`config.mk`:
```
export PLATFORM = sky130hd
export DESIGN_NAME = down_counter_reload
export DESIGN_NICKNAME = d
export VERILOG_FILES = /design/src/rtl/timer_pkg.sv /design/src/rtl/down_counter_reload.sv
export SDC_FILE = /design/constraint.sdc
export NUM_CORES = 1
export LEC_CHECK = 0
export CAP_MARGIN = 20
export CORE_MARGIN = 5
export CORE_UTILIZATION = 51
export CTS_BUF_LIST = sky130_fd_sc_hd__clkbuf_8
export CTS_CLUSTER_DIAMETER = 200
export DETAILED_ROUTE_END_ITERATION = 16
export GPL_TIMING_DRIVEN = 0
export PLACE_DENSITY_LB_ADDON = 0.2
export SETUP_SLACK_MARGIN = 0.2
export SYNTH_ARGS = -nofsm -noshare
export SYNTH_HDL_FRONTEND = slang
export SYNTH_SLANG_ARGS = --single-unit
```
`constraint.sdc`:
```
create_clock -name clk -period 2.4 [get_ports clk]
set_input_delay 0.36 -clock clk [delete_from_list [all_inputs] [get_ports clk]]
set_output_delay 0.36 -clock clk [all_outputs]
set_load 0.01 [all_outputs]
```
`src/rtl/timer_pkg.sv`:
```
// Shared encodings for the timer/counter group.
package timer_pkg;

    localparam int DEF_WIDTH = 8;

    localparam logic [1:0] ST_IDLE = 2'b00;
    localparam logic [1:0] ST_RUN  = 2'b01;
    localparam logic [1:0] ST_DONE = 2'b10;

    localparam logic MODE_ONESHOT  = 1'b0;
    localparam logic MODE_PERIODIC = 1'b1;

    typedef enum logic [1:0] {
        S_IDLE = ST_IDLE,
        S_RUN  = ST_RUN,
        S_DONE = ST_DONE
    } state_t;

endpackage

```
`src/rtl/down_counter_reload.sv`:
```
// Programmable down counter with reload register, one-shot/periodic modes and underflow pulse.
// Latency: every control input takes effect at the next clk edge; all outputs registered or state-decoded.
// Backpressure: none; EN is a free-running tick qualifier and is simply ignored outside RUN.
module down_counter_reload
    import timer_pkg::*;
#(
    parameter int WIDTH = DEF_WIDTH
) (
    input  logic             clk,
    input  logic             Reset,
    input  logic             LOAD,
    input  logic [WIDTH-1:0] LOAD_VAL,
    input  logic             START,
    input  logic             STOP,
    input  logic             EN,
    input  logic             CLR,
    input  logic             MODE,
    output logic [WIDTH-1:0] counter,
    output logic             UF,
    output logic             BUSY,
    output logic             DONE
);

    state_t           state;
    logic [WIDTH-1:0] reload_reg;

    // One strict priority chain: the first asserted control owns the cycle.
    always_ff @(posedge clk) begin
        if (!Reset) begin
            counter    <= '0;
            reload_reg <= '0;
            UF         <= 1'b0;
            state      <= S_IDLE;
        end else begin
            UF <= 1'b0;
            if (CLR) begin
                counter <= '0;
                state   <= S_IDLE;
            end else if (LOAD) begin
                reload_reg <= LOAD_VAL;
                counter    <= LOAD_VAL;
                if (state == S_DONE)
                    state <= S_IDLE;
            end else if (STOP) begin
                if (state == S_RUN)
                    state <= S_IDLE;
            end else if (START) begin
                if (state == S_IDLE) begin
                    state <= S_RUN;
                end else if (state == S_DONE) begin
                    counter <= reload_reg;
                    state   <= S_RUN;
                end
            end else if (EN && state == S_RUN) begin
                if (counter != '0) begin
                    counter <= counter - 1'b1;
                end else begin
                    // Underflow never wraps: reload in periodic mode, park at zero otherwise.
                    UF <= 1'b1;
                    if (MODE == MODE_PERIODIC)
                        counter <= reload_reg;
                    else
                        state <= S_DONE;
                end
            end
        end
    end

    assign BUSY = (state == S_RUN);
    assign DONE = (state == S_DONE);

endmodule

```
==> results.py <==
metrics = {
    "floorplanning": {
        "coreArea_um2": 2210,
        "die_x_um": 58.3,
        "ios": 27,
        "die_h_um": 58.3,
        "start_util": 0.538,
        "die-area_um2": 3400,
        "rows": 17,
    },
    "grt": {
        "grt_max_degree": 12,
        "grt_pass1_vias": 1132,
        "grtUsageTotal": 0.201,
        "gr-total-overflow": 0,
        "antenna_found_initial": 0,
        "grt_pass1_wl_mm": 5.34,
    },
    "finish": {
        "drive_gt1_frac": 0.104,
        "fillCellCount": 183,
        "syn2layout_area_growth_pct": 28.4,
        "multi_input_area_um2": 763,
        "seqCellArea_um2": 380,
        "antenna_cells": 0,
        "nNetsFinal": 192,
    },
    "worst_hold_path": {
        "holdCritStartpoint": "reload_reg[3]",
        "hp-class": "reg2reg",
    },
    "synth": {
        "ys_seq_area_frac": 0.319,
        "syn_nets": 162,
        "synth.distinct_cells": 43,
        "synth_area_um2": 1190,
        "ys_seq_elements": 19,
        "async_reset_ff_frac": 0,
        "synth_edf_count": 0,
        "yosysWarningCount": 0,
        "synth_area_per_cell_um2": 8.27,
        "synthCells": 144,
        "synth-main-ff-cell": "dfxtp_1",
    },
    "timing": {
        "finalHoldViolations": 0,
        "drv_slew": 0,
        "max-slew-margin-rel": 0.561,
        "clock.fmax_ghz": 0.493,
        "rsz0062_at_grt": "false",
        "whs_ns": 0.518,
        "period_share": 0.845,
        "setup_viol": 0,
        "layout_setup_ws_ns": 0.371,
        "min_period_ns": 2.03,
        "skew_ns": 0.0103,
        "worst_pin_slew_ns": 0.659,
        "tns_ns": 0,
    },
    "cts": {
        "numCtsBuffers": 3,
        "ctsRootBufferMaster": "clkbuf_8",
        "cts_tree": "done",
        "insertion_delay_ns": 0.27,
        "htreeDepth": 1,
        "clk_pin_slew_ns": 0.07,
        "cts.sinks": 19,
        "clockBufferDepth": 2,
    },
    "route": {
        "wl_met2_mm": 1.47,
        "dr.max_layer_used": "met4",
        "wl_met1_mm": 1.32,
        "drt-wirelength-per-cell_um": 15.2,
        "ant_nets": 0,
        "route.detailed.drc": 0,
        "drtIter0Drc": 53,
        "vias_per_cell": 5.89,
        "dr.pass1.iters": 4,
        "drt-total-wl_mm": 3.06,
        "wl_met3_um": 235,
        "vias": 1184,
    },
    "critical_path": {
        "critPathBufInv": 1,
        "crit_path_end_kind": "flop",
        "r2r_start": "counter[0]",
        "cp_max_fo": 8,
        "critPathMaxStageDelay_ns": 0.41,
        "cp-start-kind": "flop",
        "crit_chain": "inv_1 > ha_1 > nor3b_4 > a21oi_2 > mux2_2 > mux2i_1 > a21oi_1",
        "crit_start": "counter[0]",
        "crit_type": "reg2reg",
        "critPathTopFamily": "multiplexers",
        "required_ns": 2.55,
        "cp_slowest_cell": "dfxtp_1",
        "arrival_ns": 2.18,
    },
    "placed_design": {
        "hpwlAfterDp_mm": 2.18,
        "place_congestion": 0.843,
        "dp_slack_ns": 0.225,
        "port_buffers": 25,
    },
    "power_and_ir_drop": {
        "p_leak_nw": 0.570,
        "p_seq_frac": 0.446,
        "powerDensity_nw_per_um2": 508,
        "p_comb_frac": 0.254,
        "power.switching_uw": 232,
        "switching_share": 0.299,
        "intPower_uw": 544,
        "vdd_ir_drop_max_mv": 0.361,
        "clockPowerShare": 0.300,
    },
    "run": {
        "max_cap_violations": 0,
    },
    "run_status": {
        "status": "complete, no violations",
    },
}
## synthesized netlist by cell type, types with 2 or more instances
library cell | n | area [µm²]
dfxtp_1 | 19 | 380
nand2_1 | 13 | 48.8
nor2b_1 | 12 | 75.1
nor2_1 | 10 | 37.5
a21oi_1 | 9 | 45.0
mux2i_1 | 9 | 90.1
o21ai_0 | 7 | 35.0
inv_1 | 6 | 22.5
a31oi_1 | 5 | 31.3
a211o_1 | 4 | 35.0
clkbuf_1 | 3 | 11.3
nand2b_1 | 3 | 18.8
nand3_1 | 3 | 15.0
nor3_1 | 3 | 15.0
or2_2 | 3 | 18.8
a21oi_2 | 2 | 17.5
ha_1 | 2 | 25.0
mux2_2 | 2 | 22.5
nand3b_1 | 2 | 15.0
o21ai_1 | 2 | 10.0
or3_1 | 2 | 12.5
xor2_1 | 2 | 17.5
## layout by cell type (no fill, tap or decap), types with 2 or more instances in the layout
cell             synthesis  layout
inv_1                    6       6
or2_2                    3       3
clkdlybuf4s50_1          0      25
a31oi_1                  5       5
nand2b_1                 3       3
o21ai_0                  7       7
mux2_2                   2       2
nor2b_1                 12      12
a211o_1                  4       4
a21oi_2                  2       2
nand3_1                  3       3
or3_1                    2       2
clkbuf_8                 0       3
nand3b_1                 2       2
a21oi_1                  9       9
nor2_1                  10      10
clkbuf_1                 3       3
o21ai_1                  2       2
nand2_1                 13      13
dfxtp_1                 19      19
ha_1                     2       2
xor2_1                   2       2
nor3_1                   3       3
mux2i_1                  9       9
## final cells by class
class | count | area share
plain buffers | 6 | 0.0205
clock buffers | 3 | 0.0270
clock inverters | 1 | 0.00327
inverters | 6 | 0.0147
multi-input cells | 113 | 0.499
flip-flops and latches | 19 | 0.249
well taps | 28 | 0.0229
repair buffers | 25 | 0.164
## kinds of logic (layout without fill, tap and decap cells)
group,count (synthesis),count (layout),synth area share
adder cells (fa/ha/maj),2,2,0.0210
AO/OA/AOI/OAI,39,39,0.222
AND/OR/NAND/NOR,58,58,0.276
XOR/XNOR,3,3,0.0221
flip-flops,19,19,0.319
multiplexers,11,11,0.0945
buffers and inverters,12,41,0.0452
## layer usage
metal,vias to the layer above,global-route usage
met2,49,0.332
met5,-,0
met1,547,0.255
met3,9,0.0417
li1,579,-
met4,0,0.0795
## power groups by stage
stage | registers (mW) | clock network, mW | logic (mW)
after floorplan | 0.352 | 0 | 0.125
after global placement | 0.351 | 0 | 0.189
after detailed placement | 0.352 | 0 | 0.194
after CTS | 0.345 | 0.234 | 0.195
after global routing | 0.348 | 0.254 | 0.220
final | 0.346 | 0.233 | 0.197
## worst min-delay path, delay by kind of cell (launching register included)
kind,cells,cell delay [ns]
flip-flops,1,0.33
AND/OR/NAND/NOR,1,0.09
multiplexers,1,0.06
## worst paths after layout
path / slack [ns] / depth (start not counted) / endpoint
worst min register to register: 0.52 / 2 / reload_reg[3]
worst max-delay path: 0.37 / 7 / counter[3]
worst max register to register: 0.37 / 7 / counter[3]
worst min-delay path: 0.52 / 2 / reload_reg[3]
## through the flow
stage,total power [mW],instance area [µm²],util,instances
after floorplan,0.476,1190,-,144
after global placement,0.540,1480,0.667,197
after detailed placement,0.546,1480,0.667,197
after CTS,0.775,1520,0.688,201
after global routing,0.821,1530,0.691,201
final,0.776,1530,0.691,201
## repair_timing
item,in CTS,in global routing
setup endpoints to repair,0,2
gates resized for setup,0,1
hold buffers,0,0
buffers inserted,0,0
No activity file was read; power rests on OpenSTA's default activity.
